--- src/rtl/snd_pkg.sv ---
// Shared types for the sound path: sample word, bridge polarity mode, frame length helper.
package snd_pkg;

   localparam int unsigned SND_N = 9;

   typedef logic [SND_N-1:0] sample_t;

   typedef enum logic [1:0] {
      IDLE = 2'd0,
      POS  = 2'd1,
      NEG  = 2'd2
   } mode_t;

   function automatic int unsigned frame_len(input int unsigned n);
      return (32'd1 << n) - 32'd1;
   endfunction

endpackage

--- src/rtl/pwm_bridge_driver_if.sv ---
// Sample-in / gate-out bundle between the sine generator side and the bridge driver.
interface pwm_bridge_driver_if #(
   parameter int unsigned N = 9
);
   logic         enable;
   logic [N-1:0] pos_in;
   logic [N-1:0] neg_in;
   logic         pwm_p;
   logic         pwm_n;
   logic         sample_tick;
   logic         frame_start;
   logic         fault;

   modport master (
      output enable, pos_in, neg_in,
      input  pwm_p, pwm_n, sample_tick, frame_start, fault
   );

   modport slave (
      input  enable, pos_in, neg_in,
      output pwm_p, pwm_n, sample_tick, frame_start, fault
   );
endinterface

--- src/rtl/pwm_frame_counter.sv ---
// PWM frame counter: counts 0..P-1 while enabled, held at 0 otherwise; emits frame/sample strobes.
module pwm_frame_counter
   import snd_pkg::*;
#(
   parameter int unsigned N = 9
) (
   input  logic         clk,
   input  logic         reset,
   input  logic         i_enable,
   output logic [N-1:0] o_cnt,
   output logic         o_frame_start,
   output logic         o_sample_tick
);

   localparam logic [N-1:0] LAST = N'(frame_len(N) - 1);
   localparam logic [N-1:0] ONE  = N'(1);

   logic [N-1:0] r_cnt;
   logic         r_frame_start;
   logic         r_sample_tick;

   always_ff @(posedge clk) begin
      if (reset) begin
         r_cnt         <= '0;
         r_frame_start <= 1'b0;
         r_sample_tick <= 1'b0;
      end else if (!i_enable) begin
         r_cnt         <= '0;
         r_frame_start <= 1'b0;
         r_sample_tick <= 1'b0;
      end else begin
         r_cnt         <= (r_cnt == LAST) ? '0 : r_cnt + ONE;
         r_frame_start <= (r_cnt == '0);
         r_sample_tick <= (r_cnt == ONE);
      end
   end

   assign o_cnt         = r_cnt;
   assign o_frame_start = r_frame_start;
   assign o_sample_tick = r_sample_tick;

endmodule

--- src/rtl/pwm_bridge_driver.sv ---
// H-bridge PWM driver: latches polarity/duty per frame, inserts dead-time on polarity flips.
module pwm_bridge_driver
   import snd_pkg::*;
#(
   parameter int unsigned N    = 9,
   parameter int unsigned DEAD = 4
) (
   input logic                 clk,
   input logic                 reset,
   pwm_bridge_driver_if.slave  bus
);

   localparam logic [N-1:0] DEAD_V = N'(DEAD);

   logic [N-1:0] w_cnt;
   logic         w_frame_start;
   logic         w_sample_tick;

   mode_t        r_mode, w_mode_nxt;
   logic [N-1:0] r_duty, w_duty_nxt;
   logic         r_dead, w_dead_nxt;
   logic         r_fault, w_fault_nxt;
   logic         w_latch;
   logic         w_pos_nz, w_neg_nz;
   logic         w_gate;
   logic         w_pwm_p_d, w_pwm_n_d;
   logic         r_pwm_p, r_pwm_n;

   pwm_frame_counter #(
      .N (N)
   ) u_frame_counter (
      .clk           (clk),
      .reset         (reset),
      .i_enable      (bus.enable),
      .o_cnt         (w_cnt),
      .o_frame_start (w_frame_start),
      .o_sample_tick (w_sample_tick)
   );

   always_ff @(posedge clk) begin
      if (reset) begin
         r_mode  <= IDLE;
         r_duty  <= '0;
         r_dead  <= 1'b0;
         r_fault <= 1'b0;
      end else begin
         r_mode  <= w_mode_nxt;
         r_duty  <= w_duty_nxt;
         r_dead  <= w_dead_nxt;
         r_fault <= w_fault_nxt;
      end
   end

   always_comb begin
      w_latch     = bus.enable && (w_cnt == '0);
      w_pos_nz    = |bus.pos_in;
      w_neg_nz    = |bus.neg_in;
      w_mode_nxt  = r_mode;
      w_duty_nxt  = r_duty;
      w_dead_nxt  = r_dead;
      w_fault_nxt = r_fault;
      if (!bus.enable) begin
         w_mode_nxt = IDLE;
         w_dead_nxt = 1'b0;
      end else if (w_latch) begin
         if (w_pos_nz && !w_neg_nz) begin
            w_mode_nxt = POS;
            w_duty_nxt = bus.pos_in;
         end else if (w_neg_nz && !w_pos_nz) begin
            w_mode_nxt = NEG;
            w_duty_nxt = bus.neg_in;
         end else begin
            w_mode_nxt = IDLE;
            if (w_pos_nz && w_neg_nz) begin
               w_fault_nxt = 1'b1;
            end
         end
         w_dead_nxt = ((w_mode_nxt == POS) && (r_mode == NEG)) ||
                      ((w_mode_nxt == NEG) && (r_mode == POS));
      end
   end

   // *_nxt equal the registers outside a latch point, so the latch cycle sees fresh values.
   always_comb begin
      w_gate    = (w_cnt < w_duty_nxt) && !(w_dead_nxt && (w_cnt < DEAD_V));
      w_pwm_p_d = bus.enable && (w_mode_nxt == POS) && w_gate;
      w_pwm_n_d = bus.enable && (w_mode_nxt == NEG) && w_gate;
   end

   always_ff @(posedge clk) begin
      if (reset) begin
         r_pwm_p <= 1'b0;
         r_pwm_n <= 1'b0;
      end else begin
         r_pwm_p <= w_pwm_p_d;
         r_pwm_n <= w_pwm_n_d;
      end
   end

   assign bus.pwm_p       = r_pwm_p;
   assign bus.pwm_n       = r_pwm_n;
   assign bus.frame_start = w_frame_start;
   assign bus.sample_tick = w_sample_tick;
   assign bus.fault       = r_fault;

endmodule

--- src/flat_wrapper.sv ---
// flat-port wrapper written by rule: the top's interface ports become plain ports
module pwm_bridge_driver_flat import snd_pkg::*;
#(
   parameter int unsigned N    = 9,
   parameter int unsigned DEAD = 4
)
  (clk, reset, bus_enable, bus_pos_in, bus_neg_in, bus_pwm_p, bus_pwm_n, bus_sample_tick, bus_frame_start, bus_fault);
  pwm_bridge_driver_if #(.N(N)) bus_i ();
  input logic clk;
  input logic reset;
  input wire logic [$bits(bus_i.enable)-1:0] bus_enable;
  input wire logic [$bits(bus_i.pos_in)-1:0] bus_pos_in;
  input wire logic [$bits(bus_i.neg_in)-1:0] bus_neg_in;
  output wire logic [$bits(bus_i.pwm_p)-1:0] bus_pwm_p;
  output wire logic [$bits(bus_i.pwm_n)-1:0] bus_pwm_n;
  output wire logic [$bits(bus_i.sample_tick)-1:0] bus_sample_tick;
  output wire logic [$bits(bus_i.frame_start)-1:0] bus_frame_start;
  output wire logic [$bits(bus_i.fault)-1:0] bus_fault;
  assign bus_i.enable = bus_enable;
  assign bus_i.pos_in = bus_pos_in;
  assign bus_i.neg_in = bus_neg_in;
  assign bus_pwm_p = bus_i.pwm_p;
  assign bus_pwm_n = bus_i.pwm_n;
  assign bus_sample_tick = bus_i.sample_tick;
  assign bus_frame_start = bus_i.frame_start;
  assign bus_fault = bus_i.fault;
  pwm_bridge_driver #(.N(N), .DEAD(DEAD)) u_core (.clk(clk), .reset(reset), .bus(bus_i));
endmodule
--- config.mk ---
export PLATFORM = sky130hd
export DESIGN_NAME = pwm_bridge_driver_flat
export DESIGN_NICKNAME = d
export VERILOG_FILES = /design/src/rtl/snd_pkg.sv /design/src/rtl/pwm_bridge_driver_if.sv /design/src/rtl/pwm_frame_counter.sv /design/src/rtl/pwm_bridge_driver.sv /design/src/flat_wrapper.sv
export SDC_FILE = /design/constraint.sdc
export NUM_CORES = 1
export LEC_CHECK = 0
export CAP_MARGIN = 5
export CORE_ASPECT_RATIO = 1.25
export CORE_MARGIN = 2
export CORE_UTILIZATION = 50
export CTS_CLUSTER_SIZE = 25
export DETAILED_ROUTE_END_ITERATION = 10
export PLACE_DENSITY = 0.85
export RECOVER_POWER = 100
export SYNTH_ARGS = -nofsm -noshare
export SYNTH_HDL_FRONTEND = slang
export SYNTH_SLANG_ARGS = --single-unit
--- constraint.sdc ---
create_clock -name clk -period 5.5 [get_ports clk]
set_input_delay 1.1 -clock clk [delete_from_list [all_inputs] [get_ports clk]]
set_output_delay 1.1 -clock clk [all_outputs]
set_load 0.05 [all_outputs]
* Word-level counts from Yosys, hierarchy flattened
Cells that the tools add are included.
Word-level totals: ROM bits 0, memories 0, register bits after elaboration 26, bits in writable memories 0, output and inout bits 5, word-level logic and storage cells 57, latch bits 0
Cells by class: order comparisons 2, bitwise logic cells 3, add/subtract/negate cells 1, divide/modulo/power cells 0, equal/unequal tests 8, reductions and logical operators 22, multipliers 0, shift-type cells 0, multiplexer cells 12
Operators with widths (count):
- $mux W9 | 4
- $reduce_or A9 Y1 | 2
- $logic_and A1 B1 Y1 | 12
- $mux W2 | 6
- $add A9 B1 Y9 const B | 1
- $eq A9 B1 Y1 const B | 1
- $eq A9 B9 Y1 const B | 1
- $logic_not A9 Y1 | 1
- $lt A9 B3 Y1 const B | 1
- $lt A9 B9 Y1 | 1
- $eq A2 B1 Y1 const B | 3
- $eq A2 B2 Y1 const B | 3
- $reduce_and A5 Y1 | 1
- $logic_not A1 Y1 | 3
- $not A1 Y1 | 3
- $reduce_or A3 Y1 | 1
- $mux W1 | 2
- $reduce_or A2 Y1 | 1
- $logic_or A1 B1 Y1 | 1

* Logic depth before layout (Yosys ltp)
word-level depth 16, depth in mapped cells 15, gate-level depth less buffers 14

* Cells and area by module
Synthesis repeated with hierarchy kept, for this count alone.
Unflattened totals: cells, all modules 206, area total of the unflattened synthesis 1889.3 µm²
Modules (own cells, without submodules):
- pwm_bridge_driver | area an instance 1361.3 µm², cells each 148, instances 1, seq. area each 300.3 µm²
- pwm_frame_counter | area an instance 528.0 µm², cells each 58, instances 1, seq. area each 220.2 µm²

* Worst setup path before layout
Ideal clock, no wire load.
path type input to register, start input port bus_neg_in[1], end register u_core.r_pwm_n, in the netlist u_core.bus.pwm_n, arrival time 3582 ps, stages on the path 14, required time 5422 ps, library setup time 78 ps, setup slack 1840 ps, cell sequence nor3_1 nand4_1 inv_1 ha_1 clkbuf_1 inv_1 nor2_1 a221oi_1 ha_1 a21o_1 a22o_1 o21ai_0 nand3_1 nor3_1
Between the ends: word-level cells in the longest chain between the ends 15, elaborated cells on any way between the ends 28
RTL lines:
- from (decl) | RTL line flat_wrapper.sv:13 | input wire logic [$bits(bus_i.neg_in)-1:0] bus_neg_in;
- $reduce_or A9 Y1 | RTL line pwm_bridge_driver.sv:57 | w_neg_nz = |bus.neg_in;
- $logic_and A1 B1 Y1 / $logic_not A1 Y1 (equally long branches) | RTL line pwm_bridge_driver.sv:69, pwm_bridge_driver.sv:66
- $mux W2 / $logic_and A1 B1 Y1 (equally long branches) | RTL line pwm_bridge_driver.sv:69, pwm_bridge_driver.sv:66
- $mux W2 | RTL line pwm_bridge_driver.sv:66 | if (w_pos_nz && !w_neg_nz) begin
- $mux W2 | RTL line pwm_bridge_driver.sv:65 | end else if (w_latch) begin
- $mux W2 | RTL line pwm_bridge_driver.sv:62 | if (!bus.enable) begin
- $eq A2 B1 Y1 / $eq A2 B2 Y1 (equally long branches) | RTL line pwm_bridge_driver.sv:78, pwm_bridge_driver.sv:79
- $logic_and A1 B1 Y1, on equally long branches | RTL line pwm_bridge_driver.sv:78, pwm_bridge_driver.sv:79
- $logic_or A1 B1 Y1 | RTL line pwm_bridge_driver.sv:78 | w_dead_nxt = ((w_mode_nxt == POS) && (r_mode == NEG)) ||
- $mux W1 | RTL line pwm_bridge_driver.sv:65
- $mux W1 | RTL line pwm_bridge_driver.sv:62
- $logic_and A1 B1 Y1 | RTL line pwm_bridge_driver.sv:85 | w_gate = (w_cnt < w_duty_nxt) && !(w_dead_nxt && (w_cnt < DEAD_V));
- $logic_not A1 Y1 | RTL line pwm_bridge_driver.sv:85
- $logic_and A1 B1 Y1 | RTL line pwm_bridge_driver.sv:85
- $logic_and A1 B1 Y1 * | RTL line pwm_bridge_driver.sv:87 | w_pwm_n_d = bus.enable && (w_mode_nxt == NEG) && w_gate;
- to (signal assigned) | RTL line pwm_bridge_driver.sv:96 | r_pwm_n <= w_pwm_n_d;
- to (decl) | RTL line pwm_bridge_driver.sv:27 | logic r_pwm_p, r_pwm_n;
Every way passes the cells marked *; elsewhere a longest branch is shown, timed or not. The select of a mux whose other input is x is not followed. A chain may end at the register's enable or synchronous reset.

* Worst setup path in the final report
Same ends and word-level chain as after synthesis.

==> metrics.md <==
| Metric | Value |
|---|---|
| Setup TNS | 0 ns |
| R2R setup slack | 2.17 ns |
| Outcome | finished, final reports clean |
| RSZ-0062 raised after global routing | no |
| Worst Skew | approximately 0.0057 ns |
| FMAX | between 200 and 250 MHz |
| Area Overhead vs Synth | 18.9% |
| Die area | 3800 sq um |
| R2R Path Start | u_core.u_frame_counter.o_cnt[5]$_SDFF_PP0_ |
| Total Power | 0.365 mW |
| DR vias | 1,556 |
| CP peak stage delay | around 0.55 ns |
| Routed WL | 3890 um |
| #FFs+latches synth | 26 |
| Worst hold path depth | 2 |
| FP Rows | 23 |
| Boundary pin count | 26 |
| CTS Buffer Depth | 2 |
| Worst-Skew Late Latency | 0.27 ns |
| Final period util | 79.9% |
| Worst Hold Path EP | u_core.bus.fault$_SDFFE_PP0P_ |
| Setup CP Type | primary input to flip-flop |
| Starting Density | between 50% and 60% |
| Synth async-reset ratio | 0% |
| Worst rel slew slack | 36.4% |
| Nature of the critical path endpoint | flip-flop |
| H-tree depth | 1 |
| HPWL after DPL | a little under 3000 um |
| Worst hold path class | flip-flop to flip-flop |
| Slew Limit Fails | 0 |
| Cell depth of the worst flop-to-flop path | 10 |
| CP max stage cell | dlygate4sd3_1 |
| CTS tree | done |
| GRT Util Overall | 20.8% |
| Critical path depth | 14 |
| Post_cts resized | 0 |
| Cell Area, Synth | 1660 sq um |
| Reg clk slew, reported paths | 0.09 ns |
| Antenna violations before repair | 0 |
| Unique masters post-synth | 40 |
| Post-synth top cells | nor2_1, dfxtp_1, a21oi_1, ha_1, nand3_1 |
| DR iter-0 viols | slightly above 80 |
| HP Start | u_core.bus.fault$_SDFFE_PP0P_ |
| Final net count | 257 |
| Ys Warns | 0 |
| Num CTS Buffers | 3 |
| Gate Count Post-Synth | slightly below 200 |
| R2R Path End | u_core.bus.pwm_n$_SDFF_PP0_ |
| Measured slew at the worst slew-check pin | 0.952 ns |
| Vias per cell | 6.08 |
| Largest cells by area after synthesis | dfxtp_1, ha_1, nor2_1, a21oi_1, a221o_1 |
| Drt wl/cell | 15.2 um |
| Worst path bufs/invs | 3 |
| Worst setup startpoint | bus_neg_in[1] |
| Total gr overflow | 0 |
| Share of cells above drive strength 1 | ~5.9% |
| Maximum VDD drop | around 0.13 mV |
| Top_reg_cell synth | dfxtp_1 |
| TritonCTS Sinks | 26 |
| Global-route wire length before repair | 6310 um |
| Antenna cell count | 0 |
| Final setup viols | 0 |
| Post-CTS setup buffer count | 0 |
| Largest net degree at the start of global routing | 20 |
| Critical path peak fanout | 14 |
| PortBufs | 25 |
| Post-route ant nets | 0 |
| Die Width | 55.5 um |
| Die H | slightly below 70 um |
| Routability cong. | 0.957 |
| Delay-heaviest family, CP | simple AND/OR/NAND/NOR gates |
| Max Cap Viol | 0 |
| Mean Syn Cell Area | 8.42 sq um |
| Count leader, synth | nor2_1 |
| Number of global-route vias before repair | 1,443 |
| Crit path time final | approximately 4.4 ns |
| Final hold vios | 0 |
| TritonRoute pass-1 iters | 4 |
| Fill cells | 278 |
| Critical path required time | 5.70 ns |
| Synth area leader | dfxtp_1 |
| PD cells | 185 nW/um^2 |
| Root buffer cell | clkbuf_8 |
| Startpoint types | primary input |
| Crit-path cells | dlygate4sd3_1, nor3_1, nand4_1, inv_1, ha_1, inv_1, nor2_1, a221oi_1, ha_1, and3_1, a22o_1, o21ai_0, nand3_1, nor3_1 |
| Placeable Area | 3190 sq um |
| Number of synthesized flops with an enable pin | 0 |
| Post-synthesis sequential area ratio | 31.4% |
| Syn nets | 234 |
| Synth top area share | 31.4% |
| Lkg Pwr | around 0.74 nW |
| DRC | 0 |
| Post-CTS Hold Buffers | 0 |
| Worst Path Arrival | 4.59 ns |
==> sequential cells by signal (all words and copies together) (netlist names) <==
signal and count:
u_core.u_frame_counter.o_sample_tick 1, u_core.r_dead 1, u_core.u_frame_counter.o_cnt 9, u_core.u_frame_counter.o_frame_start 1
u_core.r_duty 9, u_core.bus.pwm_n 1, u_core.r_mode 2, u_core.bus.pwm_p 1
u_core.bus.fault 1
==> worst max path at each step <==
stage	to	slack [ns]
after floorplan	u_core.bus.pwm_n$_SDFF_PP0_	1.84
after global placement	u_core.bus.pwm_n$_SDFF_PP0_	0.96
after detailed placement	u_core.bus.pwm_n$_SDFF_PP0_	1.02
after CTS	u_core.bus.pwm_n$_SDFF_PP0_	1.27
after global routing	u_core.bus.pwm_n$_SDFF_PP0_	0.79
final	u_core.bus.pwm_n$_SDFF_PP0_	1.11
==> kinds of logic (layout without fill, tap and decap cells) <==
| family | count (synthesis) | in the layout | synth area share [%] |
|---|---|---|---|
| fa+ha+maj | 16 | 16 | 12.1 |
| xor+xnor | 7 | 7 | 3.70 |
| simple gates | 83 | 83 | 27.3 |
| compound gates | 43 | 43 | 18.3 |
| mux | 5 | 5 | 3.09 |
| buf+inv | 17 | 39 | 4.22 |
| flops | 26 | 26 | 31.4 |
==> power by group <==
group / total (mW) / internal, mW / switching (mW)
combinational: 0.0490 / 0.0212 / 0.0278
clock: 0.124 / 0.0640 / 0.0601
sequential: 0.192 / 0.190 / 0.00204
total: 0.365 / 0.275 / 0.0899
==> stage by stage <==
stage | hold WS (ns) | util [%] | worst slack [ns] | cells | instance area (sq um)
4_1_cts | 0.524 | 61.9 | 1.27 | 256 | 1980
3_5_place_dp | 0.502 | 60.2 | 1.02 | 252 | 1920
5_1_grt | 0.547 | 61.8 | 0.794 | 256 | 1970
2_1_floorplan | 0.465 | - | 1.84 | 197 | 1660
6_report | 0.515 | 61.8 | 1.11 | 256 | 1970
3_3_place_gp | 0.456 | 60.2 | 0.962 | 252 | 1920
==> cell type report <==
class | count | area (sq um) | area share [%]
multi-input combinational | 154 | 1060 | 53.9
sequential | 26 | 520 | 26.4
timing repair buffer | 25 | 250 | 12.7
clock buffer | 4 | 55.1 | 2.79
tap | 37 | 46.3 | 2.35
inverter | 10 | 37.5 | 1.90
==> worst register-to-register path: cells and delay by family, from the launching register on <==
kind | cells | cell delay, ns
DFF | 1 | 0.41
adders and majority gates | 1 | 0.33
and+or+nand+nor | 6 | 2.03
AOI/OAI and AO/OA | 3 | 0.50
==> metal layers <==
| metal | GRT usage [%] | part of all wire (%) | up-vias |
|---|---|---|---|
| met3 | 3.02 | 6.4 | 16 |
| li1 | - | - | 765 |
| met2 | 37.1 | 47 | 71 |
| met4 | 10.7 | 3.6 | 0 |
| met1 | 24.5 | 43 | 704 |
| met5 | 0 | 0 | - |
==> layout by cell type (no fill, tap or decap), types with 2 or more instances in the layout <==
cell type,count
nand3b_1,2
a31oi_1,3
mux2i_1,4
nand2_1,4
nand3_1,13
inv_1,10
and3_1,2
nor3_1,3
nand4_1,7
a221oi_1,7
nand2b_1,9
clkbuf_8,4
and4_1,2
nor3_2,2
dlygate4sd3_1,9
nor2_1,32
dfxtp_1,26
o21ai_0,3
ha_1,16
xnor2_1,6
a221o_1,7
clkdlybuf4s50_1,16
a21oi_1,16
No activity file was read; power rests on OpenSTA's default activity.
